## config.mk

```make
export PLATFORM = sky130hd
export DESIGN_NAME = branch_resolve_ctrl
export DESIGN_NICKNAME = d
export VERILOG_FILES = /design/src/rtl/branch_ctrl_pkg.sv /design/src/rtl/branch_resolve_ctrl_cond_eval.sv /design/src/rtl/branch_resolve_ctrl.sv
export SDC_FILE = /design/constraint.sdc
export NUM_CORES = 1
export LEC_CHECK = 0
export ABC_AREA = 1
export CAP_MARGIN = 20
export CORE_ASPECT_RATIO = 0.7
export CORE_UTILIZATION = 65
export CTS_CLUSTER_SIZE = 8
export DETAILED_ROUTE_END_ITERATION = 10
export DONT_BUFFER_PORTS = 1
export GPL_ROUTABILITY_DRIVEN = 0
export PLACE_DENSITY_LB_ADDON = 0.08
export SKIP_CTS_REPAIR_TIMING = 1
export SYNTH_ARGS = -nofsm -noshare
export SYNTH_HDL_FRONTEND = slang
export SYNTH_SLANG_ARGS = --single-unit
```

## constraint.sdc

```tcl
create_clock -name clk -period 3.9 [get_ports clk]
set_clock_uncertainty 0.15 [all_clocks]
set_input_delay 0.585 -clock clk [delete_from_list [all_inputs] [get_ports clk]]
set_output_delay 0.585 -clock clk [all_outputs]
set_load 0.1 [all_outputs]
```

## src/rtl/branch_ctrl_pkg.sv

```systemverilog
// Shared types and helpers for the execute-stage branch resolution controller.
package branch_ctrl_pkg;

    // Resolution sequencer states
    typedef enum logic [1:0] {
        IDLE     = 2'd0,
        EVAL     = 2'd1,
        REDIRECT = 2'd2,
        FLUSH    = 2'd3
    } br_state_e;

    // Low PC bits that must be zero for a legal fetch target
    localparam logic [1:0] ALIGN_MASK = 2'b11;

    // Processor branch op encodings (funct3 style)
    localparam logic [2:0] BR_BEQ  = 3'b000;
    localparam logic [2:0] BR_BNE  = 3'b001;
    localparam logic [2:0] BR_NOP  = 3'b010;
    localparam logic [2:0] BR_BLT  = 3'b100;
    localparam logic [2:0] BR_BGE  = 3'b101;
    localparam logic [2:0] BR_BLTU = 3'b110;
    localparam logic [2:0] BR_BGEU = 3'b111;

    // Branch condition from precomputed compare flags; unknown ops are not taken
    function automatic logic br_cond(input logic [2:0] op, input logic eq,
                                     input logic lt_s, input logic lt_u);
        logic r;
        case (op)
            BR_BEQ:  r = eq;
            BR_BNE:  r = ~eq;
            BR_BLT:  r = lt_s;
            BR_BGE:  r = ~lt_s;
            BR_BLTU: r = lt_u;
            BR_BGEU: r = ~lt_u;
            default: r = 1'b0;
        endcase
        return r;
    endfunction

endpackage

```

## src/rtl/branch_resolve_ctrl_cond_eval.sv

```systemverilog
// Combinational branch condition and target evaluation.
module branch_cond_eval
    import branch_ctrl_pkg::*;
#(
    parameter int unsigned XLEN = 32
) (
    input  logic [2:0]      op,
    input  logic [XLEN-1:0] pc,
    input  logic [12:0]     imm,
    input  logic [XLEN-1:0] rs1,
    input  logic [XLEN-1:0] rs2,
    output logic            taken_c,
    output logic            misalign_c,
    output logic [XLEN-1:0] target_c
);

    logic [XLEN-1:0] imm_sx;
    assign imm_sx = XLEN'($signed(imm));

    // Compare operands, form the wrapping target and flag misaligned taken targets
    always_comb begin
        target_c   = pc + imm_sx;
        taken_c    = br_cond(op, rs1 == rs2, $signed(rs1) < $signed(rs2), rs1 < rs2);
        misalign_c = taken_c & ((target_c[1:0] & ALIGN_MASK) != 2'b00);
    end

endmodule

```

## src/rtl/branch_resolve_ctrl.sv

```systemverilog
// Execute-stage branch resolution sequencer: accept, evaluate, redirect, flush.
// Optional macro BR_PREDICT_EN adds prediction input and a mispredict counter.
module branch_resolve_ctrl
    import branch_ctrl_pkg::*;
#(
    parameter int unsigned XLEN         = 32,
    parameter int unsigned FLUSH_CYCLES = 2,
    parameter int unsigned CNT_W        = 16
) (
    input  logic            clk,
    input  logic            reset,
`ifdef BR_PREDICT_EN
    input  logic             br_pred_taken,
    output logic [CNT_W-1:0] mispredict_count,
`endif
    input  logic            br_valid,
    output logic            br_ready,
    input  logic [2:0]      br_control,
    input  logic [XLEN-1:0] br_pc,
    input  logic [12:0]     br_imm,
    input  logic [XLEN-1:0] rs1_data,
    input  logic [XLEN-1:0] rs2_data,
    output logic            resolve_valid,
    output logic            resolve_taken,
    output logic            resolve_misalign,
    output logic            redirect_valid,
    input  logic            redirect_ready,
    output logic [XLEN-1:0] redirect_pc,
    output logic            flush
);

    localparam int unsigned FW = (FLUSH_CYCLES > 2) ? $clog2(FLUSH_CYCLES) : 1;
    localparam logic [FW-1:0] FLUSH_LOAD = (FLUSH_CYCLES == 0) ? '0 : FW'(FLUSH_CYCLES - 1);

    br_state_e       state, state_n;
    logic [FW-1:0]   cnt, cnt_n;
    logic            accept_c;
    logic [2:0]      op_q;
    logic [XLEN-1:0] pc_q, rs1_q, rs2_q;
    logic [12:0]     imm_q;
    logic            taken_c, misalign_c, redirect_c;
    logic [XLEN-1:0] target_c, redirect_target_c;

    branch_cond_eval #(.XLEN(XLEN)) u_eval (
        .op         (op_q),
        .pc         (pc_q),
        .imm        (imm_q),
        .rs1        (rs1_q),
        .rs2        (rs2_q),
        .taken_c    (taken_c),
        .misalign_c (misalign_c),
        .target_c   (target_c)
    );

`ifdef BR_PREDICT_EN
    logic pred_q;
    logic mispredict_c;

    // Redirect only when outcome disagrees with prediction; misaligned taken always counts
    always_comb begin
        redirect_c        = (taken_c != pred_q) && !misalign_c;
        mispredict_c      = (taken_c != pred_q) || misalign_c;
        redirect_target_c = taken_c ? target_c : pc_q + XLEN'(4);
    end

    // Saturating mispredict counter, bumped once per resolved branch
    always_ff @(posedge clk) begin
        if (reset) begin
            mispredict_count <= '0;
            pred_q           <= 1'b0;
        end else begin
            if (accept_c) pred_q <= br_pred_taken;
            if (state == EVAL && mispredict_c && mispredict_count != '1)
                mispredict_count <= mispredict_count + CNT_W'(1);
        end
    end
`else
    logic [CNT_W-1:0] cnt_unused;
    assign cnt_unused        = '0;
    assign redirect_c        = taken_c & ~misalign_c;
    assign redirect_target_c = target_c;
`endif

    // Resolution result is presented for the single EVAL cycle
    assign resolve_valid    = (state == EVAL);
    assign resolve_taken    = resolve_valid & taken_c;
    assign resolve_misalign = resolve_valid & misalign_c;

    // Next-state and flush counter
    always_comb begin
        state_n  = state;
        cnt_n    = cnt;
        accept_c = 1'b0;
        case (state)
            IDLE: begin
                if (br_valid && br_ready) begin
                    accept_c = 1'b1;
                    state_n  = EVAL;
                end
            end
            EVAL: begin
                state_n = redirect_c ? REDIRECT : IDLE;
            end
            REDIRECT: begin
                if (redirect_ready) begin
                    if (FLUSH_CYCLES == 0) begin
                        state_n = IDLE;
                    end else begin
                        state_n = FLUSH;
                        cnt_n   = FLUSH_LOAD;
                    end
                end
            end
            FLUSH: begin
                if (cnt == '0) state_n = IDLE;
                else           cnt_n   = cnt - FW'(1);
            end
            default: state_n = IDLE;
        endcase
    end

    // State, captured branch and registered handshake/flush outputs
    always_ff @(posedge clk) begin
        if (reset) begin
            state          <= IDLE;
            cnt            <= '0;
            op_q           <= BR_NOP;
            pc_q           <= '0;
            imm_q          <= '0;
            rs1_q          <= '0;
            rs2_q          <= '0;
            br_ready       <= 1'b0;
            redirect_valid <= 1'b0;
            redirect_pc    <= '0;
            flush          <= 1'b0;
        end else begin
            state          <= state_n;
            cnt            <= cnt_n;
            br_ready       <= (state_n == IDLE);
            redirect_valid <= (state_n == REDIRECT);
            flush          <= (state_n == FLUSH);
            if (accept_c) begin
                op_q  <= br_control;
                pc_q  <= br_pc;
                imm_q <= br_imm;
                rs1_q <= rs1_data;
                rs2_q <= rs2_data;
            end
            if (state == EVAL && state_n == REDIRECT)
                redirect_pc <= redirect_target_c;
        end
    end

endmodule
```

==> results_dict.tcl, run 1 <==
set metrics [dict create \
    synth_compound_area_frac 0.159 \
    synth_xor_area_frac 0.0264 \
    yosys_warnings 0 \
    irDropWorstVdd_mv 0.365 \
    hpwl_um 14700 \
    fill_cells 1079 \
    fin_hold_ws_ns 0.0807 \
    ys_ff_latch 150 \
    grt_max_degree 86 \
    crit_arrival_ns 2.65 \
    layout-drive-gt1-share 0.0472 \
    tightest_slew_ns 1.04 \
    synth-simple-area-share 0.258 \
    tns_ns 0 \
    synth_top_family_by_area "simple AND/OR/NAND/NOR gates" \
    holdCritPathClass "input port to flop" \
    die-height_um 96.5 \
    final-max-slew-violation-count 0 \
    regToRegEndpoint "flush" \
    crit_fanout 5 \
    synth-seq-area-share 0.362 \
    drt_iter0_markers 608 \
    start_util 0.668 \
    maxSlewHeadroom 0.308 \
    grt_pass1_wl_um 31600 \
    htree_num_levels 4 \
    dieWidth_um 137 \
    endpoint_kind "output pin" \
    drt_wl_total_um 19600 \
    cts-buffers-inserted 17 \
    overflow 0 \
    synth_area_leaders "dfxtp_1 (36%), nor2_1 (11%), ha_1 (9.5%)" \
    yosysTopAreaCell "dfxtp_1" \
    clock-sinks 150 \
    critPathLaunch "rs2_q[31]" \
    cts.reportedPaths.clkPinSlew_ns 0.06 \
    row_count 34 \
    grt_usage 0.312 \
    drv_cap 0 \
    powerDensity_mw_per_mm2 554 \
    synth.cell_area_sq_mm 0.00830 \
    antenna_left 0 \
    grt_setup_unrepaired "no" \
    portBuffers 0 \
    dieArea_sq_mm 0.0132 \
    period_share 0.869 \
    firstDrtPassIters 5 \
    crit_path_end "resolve_misalign" \
    synth_most_common_cell "nor2_1" \
    required_ns 3.16 \
    cellLeakagePower_nw 4.07 \
    ys_top_cells_by_count "nor2_1 (235), nand2_1 (193), inv_1 (154)" \
    synth_top_flop_cell "dfxtp_1" \
    final_nets 1375 \
    synth_top_area_frac 0.362 \
    grt_antenna_before_repair 1 \
    synthMuxAreaShare 0 \
    num_vias 7484 \
    cts_tree "built" \
    syn_nets 1397 \
    route.detailed.drc 0 \
    synthAdderAreaFrac 0.0974 \
    clk_path_buf_depth 2 \
    io-pin-count 154 \
    root_buffer "clkbuf_16" \
    grt_pass1_vias 6432 \
    finalHoldViolations 0 \
    power_mw 4.96 \
    multi_input_area_sq_mm 0.00451 \
    insertion_delay_ns 0.43 \
    r2r_start "rs2_q[31]" \
    ff_latch_area_sq_mm 0.00300 \
    period_needed_ns 3.39 \
    synthArstFlopShare 0 \
    vias_per_cell 5.46 \
    wl_per_cell_um 14.3 \
    syn_inst 1217 \
    timing.fmax_mhz 295 \
    area_delta_synth_final_pct 7.98 \
    r2r_slack_ns 0.87 \
    finalSetupViolations 0 \
    core_area_sq_mm 0.0124 \
    avgSynthCellArea_sq_um 6.82 \
    reg2reg_depth 15 \
    ys_types 34 \
    crit_type "flop to output pin" \
    startpoint_type "flop" \
    synth-edff-count 0 \
    status "finished clean" \
]
[final cells by class]
class                      count  share of cell area
clock inverter                13              0.0109
antenna                        1            0.000279
multi-input combinational    858               0.504
timing repair buffer          11              0.0120
sequential                   150               0.335
clock buffer                  19              0.0494
inverter                     157              0.0659
tap                          162              0.0226
[stage by stage]
step,util,cells,area [sq um],setup WS [ns]
2_1_floorplan,-,1217,8300,0.379
3_3_place_gp,0.677,1338,8420,1.00
3_5_place_dp,0.677,1338,8420,0.873
4_1_cts,0.721,1370,8960,0.501
5_1_grt,0.721,1371,8960,0.253
6_report,0.721,1371,8960,0.512
[logic make-up (layout without fill, tap and decap cells)]
kind of cell,after synthesis,in the layout
compound gates,251,251
xor+xnor,25,25
fa+ha+maj,64,64
buf+inv,209,200
flops,150,150
other cells,0,1
simple gates,518,518
[how the worst min path moves through the flow]
| stage | from | end | slack [ns] | cells past startpoint |
|---|---|---|---|---|
| after floorplan | rs2_q[10] | rs2_q[10] | 0.28 | 2 |
| after global placement | rs2_q[25] | rs2_q[25] | 0.29 | 2 |
| after detailed placement | rs2_q[13] | rs2_q[13] | 0.30 | 2 |
| after CTS | reset | state[0] | 0.07 | 1 |
| after global routing | reset | state[0] | 0.07 | 1 |
| final | reset | state[0] | 0.08 | 1 |
[critical path, cell delays in order (launching register included)]
cell and delay [ns]:
dfxtp_1 0.31, inv_1 0.05, ha_1 0.33, a21oi_1 0.15, o21a_1 0.14, nand2_1 0.05
a21oi_1 0.31, nand2_1 0.15, nand2_1 0.08, a21oi_1 0.07, nand2_2 0.10, nand2_1 0.11
nor2_2 0.09, buf_4 0.29
[placed cells by master, fill, tap and decap left out, types with 3 or more instances in the layout]
master	instances
o21ai_0	134
a31oi_1	3
o21bai_1	7
xor2_1	9
nor2_2	3
clkinv_4	4
a21oi_1	89
clkbuf_16	17
xnor2_1	16
nand3_1	30
nand4_1	36
dfxtp_1	150
buf_4	9
nor3_1	10
a21o_1	7
nand3b_1	5
inv_2	3
a21boi_0	3
nor2_1	232
ha_1	63
clkinv_2	5
nand2_2	3
inv_1	153
nand2_1	193
inv_6	4
o21a_1	3
[power breakdown]
group          internal, mW  total (mW)  switching [mW]
registers              1.72        2.07           0.346
clock network         0.837        1.51           0.670
logic                 0.458        1.39           0.932
[state kept, by name, indices dropped and copies added, names as in the netlist]
register	cells
redirect_valid	1
rs2_q	32
op_q	3
redirect_pc	32
rs1_q	32
flush	1
state	2
br_ready	1
pc_q	32
cnt	1
imm_q	13
[per-layer routing]
layer	share of wire	track usage
met5	0	0
met4	0.0071	0.0723
met3	0.12	0.115
met2	0.38	0.423
met1	0.50	0.457
Power figures use the tool's default switching activity.
==> run 2, diff against run 1 <==
--- a/config.mk
+++ b/config.mk
@@ -14,7 +14,7 @@
 export DONT_BUFFER_PORTS = 1
 export GPL_ROUTABILITY_DRIVEN = 0
 export PLACE_DENSITY_LB_ADDON = 0.08
-export SKIP_CTS_REPAIR_TIMING = 1
+export REMOVE_ABC_BUFFERS = 1
 export SYNTH_ARGS = -nofsm -noshare
 export SYNTH_HDL_FRONTEND = slang
 export SYNTH_SLANG_ARGS = --single-unit
==> results_dict.tcl, run 2 (synthesized netlist as in run 1, its figures left out) <==
set metrics [dict create \
    post_cts_buffers 0 \
    crit_type "flop to output pin" \
    crit_arrival_ns 2.64 \
    cts_tree "built" \
    final_nets 1377 \
    hpwl_um 13700 \
    finalSetupViolations 0 \
    grt_usage 0.285 \
    dieWidth_um 137 \
    cts.reportedPaths.clkPinSlew_ns 0.06 \
    cellLeakagePower_nw 4.10 \
    grt_setup_unrepaired "no" \
    vias_per_cell 5.37 \
    status "finished clean" \
    endpoint_kind "output pin" \
    tns_ns 0 \
    postLayoutCellArea_sq_mm 0.00902 \
    period_needed_ns 3.37 \
    core_area_sq_mm 0.0124 \
    met1_usage 0.399 \
    dieArea_sq_mm 0.0132 \
    cts-buffers-inserted 17 \
    route.detailed.drc 0 \
    fill_cells 1074 \
    antenna_left 0 \
    root_buffer "clkbuf_16" \
    timing.final.ws_setup_ns 0.529 \
    drt_iter0_markers 573 \
    die-height_um 96.5 \
    overflow 0 \
    crit_fanout 2 \
    grt_antenna_before_repair 0 \
    fin_hold_ws_ns 0.0738 \
    clock-sinks 150 \
    grt_pass1_vias 6551 \
    final_cell_mix "nor2_1 (232), nand2_1 (193), inv_1 (153)" \
    row_count 34 \
    required_ns 3.16 \
    finalHoldViolations 0 \
    power_mw 5.04 \
    portBuffers 0 \
    antenna_cells 0 \
    timing.fmax_mhz 297 \
    num_vias 7363 \
    grt_max_degree 137 \
    clk_path_buf_depth 2 \
    met2_usage 0.440 \
    tightest_slew_ns 0.993 \
    final_common_cell "nor2_1" \
    htree_num_levels 4 \
    layout-drive-gt1-share 0.0488 \
    ctsHoldBuffers 0 \
    start_util 0.668 \
    firstDrtPassIters 5 \
    powerDensity_mw_per_mm2 559 \
    dp_slack_ns 1.02 \
    period_share 0.864 \
    placed_area_sq_mm 0.00840 \
    final-max-slew-violation-count 0 \
    area_delta_synth_final_pct 8.67 \
    maxSlewHeadroom 0.337 \
    drv_cap 0 \
    io-pin-count 154 \
    startpoint_type "flop" \
    ctsResizeCount 0 \
    drt_wl_total_um 18500 \
    r2r_slack_ns 0.95 \
    irDropWorstVdd_mv 0.359 \
    met3_usage 0.0636 \
    grt_pass1_wl_um 29900 \
    holdCritPathClass "input port to flop" \
    insertion_delay_ns 0.43 \
    busiest_layer "met2" \
    wl_per_cell_um 13.5 \
]
[run 2: layout make-up]
| type | count | area, sq um | share of cell area |
|---|---|---|---|
| Multi-Input combinational cell | 858 | 4510 | 0.500 |
| Sequential cell | 150 | 3000 | 0.333 |
| Inverter | 157 | 591 | 0.0655 |
| Clock buffer | 18 | 429 | 0.0476 |
| Tap cell | 162 | 203 | 0.0225 |
| Clock inverter | 14 | 161 | 0.0179 |
| Timing Repair Buffer | 13 | 118 | 0.0130 |
[run 2: path summary, 6_finish.rpt]
path	from	end	depth (start not counted)
worst max register to register	rs2_q[7]	flush	15
worst max-delay path	rs2_q[7]	resolve_misalign	13
worst min register to register	rs2_q[13]	rs2_q[13]	2
worst min-delay path	reset	state[0]	1
[run 2: power breakdown]
group / switching, mW / leakage [nW] / total (mW) / internal, mW
Combinational: 0.896 / 2.59 / 1.36 / 0.462
Sequential: 0.334 / 1.23 / 2.05 / 1.72
Clock: 0.720 / 0.284 / 1.63 / 0.912
Total: 1.95 / 4.10 / 5.04 / 3.09
[run 2: stage by stage]
stage          std cells  utilization
6_report            1372        0.726
5_1_grt             1372        0.726
4_1_cts             1371        0.724
3_5_place_dp        1339        0.676
3_3_place_gp        1339        0.676
2_1_floorplan       1165            -
[run 2: metal layers]
layer  up-vias  wire [um]
li1       3900          -
met5         -          0
met1      3207       9270
met4         0        235
met3        23       1320
met2       233       7650
[run 2: critical path, stage by stage, from the launching register on]
cell	delay, ns
dfxtp_1	0.31
inv_1	0.05
ha_1	0.29
nand2_1	0.08
nor2_1	0.15
nand4_1	0.10
nor2_1	0.23
a21oi_1	0.11
nor3_1	0.18
a21oi_1	0.08
nand2_2	0.11
nand2_1	0.13
nor2_2	0.12
buf_4	0.29
==> run 3, diff against run 2 <==
--- a/config.mk
+++ b/config.mk
@@ -7,9 +7,8 @@
 export LEC_CHECK = 0
 export ABC_AREA = 1
 export CAP_MARGIN = 20
-export CORE_ASPECT_RATIO = 0.7
+export CORE_ASPECT_RATIO = 0.8
 export CORE_UTILIZATION = 65
-export CTS_CLUSTER_SIZE = 8
 export DETAILED_ROUTE_END_ITERATION = 10
 export DONT_BUFFER_PORTS = 1
 export GPL_ROUTABILITY_DRIVEN = 0
==> results_dict.tcl, run 3 (synthesized netlist as in run 1, its figures left out) <==
set metrics [dict create \
    postLayoutCellArea_sq_mm 0.00905 \
    power_mw 5.18 \
    crit_arrival_ns 2.78 \
    maxSlewHeadroom 0.331 \
    reg2reg_depth 15 \
    portBuffers 0 \
    irDropWorstVdd_mv 0.357 \
    status "finished clean" \
    regToRegEndpoint "flush" \
    cts.reportedPaths.clkPinSlew_ns 0.06 \
    cts_tree "built" \
    finalHoldViolations 0 \
    dp_slack_ns 0.903 \
    worst_hold_path.endpoint "state[0]" \
    startpoint_type "flop" \
    r2r_start "rs2_q[29]" \
    wl_per_cell_um 13.7 \
    period_needed_ns 3.51 \
    htree_num_levels 4 \
    drt_iter0_markers 548 \
    cts-buffers-inserted 17 \
    powerDensity_mw_per_mm2 572 \
    clock-sinks 150 \
    required_ns 3.16 \
    endpoint_kind "output pin" \
    dieWidth_um 128 \
    final_common_cell "nor2_1" \
    min-delay-start "reset" \
    grt_antenna_before_repair 0 \
    die-height_um 103 \
    firstDrtPassIters 6 \
    period_share 0.900 \
    grt_max_degree 99 \
    start_util 0.675 \
    fin_hold_ws_ns 0.0635 \
    grt_setup_unrepaired "no" \
    root_buffer "clkbuf_16" \
    drv_cap 0 \
    core_area_sq_mm 0.0123 \
    instances_no_fill 1378 \
    final_nets 1374 \
    antenna_cells 0 \
    io-pin-count 154 \
    finalSetupViolations 0 \
    ctsResizeCount 0 \
    crit_type "flop to output pin" \
    row_count 36 \
    drt_wl_total_um 18900 \
    pwr-share-seq 0.396 \
    tns_ns 0 \
    dp_cells 1346 \
    r2r_slack_ns 0.79 \
    final_cell_mix "nor2_1 (232), nand2_1 (193), inv_1 (153)" \
    sw_frac_of_total 0.369 \
    overflow 0 \
    timing.final.ws_setup_ns 0.390 \
    final_util 0.736 \
    power_switching_mw 1.91 \
    grt_pass1_vias 6811 \
    area_delta_synth_final_pct 9.14 \
    clk_path_buf_depth 2 \
    antenna_left 0 \
    num_vias 7499 \
    dieArea_sq_mm 0.0132 \
    final-max-slew-violation-count 0 \
    whs_path_depth 1 \
    vias_per_cell 5.44 \
    clkPwrFrac 0.341 \
    post_cts_buffers 0 \
    insertion_delay_ns 0.43 \
    ctsHoldBuffers 0 \
    tightest_slew_ns 1.00 \
    pwr-share-comb 0.263 \
    internal_power_mw 3.27 \
    holdCritPathClass "input port to flop" \
    hpwl_um 13500 \
    crit_fanout 4 \
    layout-drive-gt1-share 0.0464 \
    route.detailed.drc 0 \
    timing.fmax_mhz 285 \
    cellLeakagePower_nw 4.11 \
    grt_pass1_wl_um 31300 \
    placed_area_sq_mm 0.00842 \
    grt_usage 0.301 \
]
==> run 3: cell count changes in the layout (fill, tap and decap cells not counted), moves of 2 or more <==
cell       delta
inv_8         -5
buf_4         -4
bufinv_16     +3
buf_12        +2
==> run 3: critical path, stage by stage (launching register included) <==
cell     delay, ns
dfxtp_1       0.32
inv_1         0.06
ha_1          0.30
a21oi_1       0.21
o21a_1        0.13
nand2_1       0.05
a21oi_1       0.30
nand2_1       0.17
nand2_1       0.10
a21oi_1       0.07
nand2_2       0.10
nand2_1       0.13
nor2_2        0.11
buf_4         0.29
==> run 3: metal layers <==
| metal | vias up | share of wire | GRT usage |
|---|---|---|---|
| met1 | 3323 | 0.47 | 0.394 |
| met5 | - | 0 | 0 |
| met4 | 0 | 0.015 | 0.0887 |
| met3 | 24 | 0.079 | 0.0799 |
| met2 | 267 | 0.44 | 0.489 |
| li1 | 3885 | - | - |
==> run 3: power by group through the flow <==
| stage | clock (mW) | sequential [mW] | combinational, mW |
|---|---|---|---|
| 6_report | 1.77 | 2.05 | 1.36 |
| 5_1_grt | 1.87 | 2.08 | 1.56 |
| 4_1_cts | 1.78 | 2.05 | 1.36 |
| 2_1_floorplan | 0 | 2.07 | 1.02 |
| 3_3_place_gp | 0 | 2.08 | 1.30 |
| 3_5_place_dp | 0 | 2.08 | 1.33 |
==> run 3: how the worst max path moves through the flow <==
stage,start,end,cells after the start
global route,rs2_q[27],resolve_misalign,14
detailed placement,rs2_q[31],redirect_valid,15
finish,rs2_q[29],resolve_misalign,13
CTS,rs2_q[29],resolve_misalign,13
floorplan,br_ready,op_q[1],4
global placement,rs2_q[19],resolve_misalign,13
==> run 3: final cells by class <==
type	instances	area, sq um
Timing Repair Buffer	10	100
Clock inverter	13	193
Sequential cell	150	3000
Clock buffer	19	443
Tap cell	171	214
Inverter	157	591
Multi-Input combinational cell	858	4510
Fill cell	1052	3240
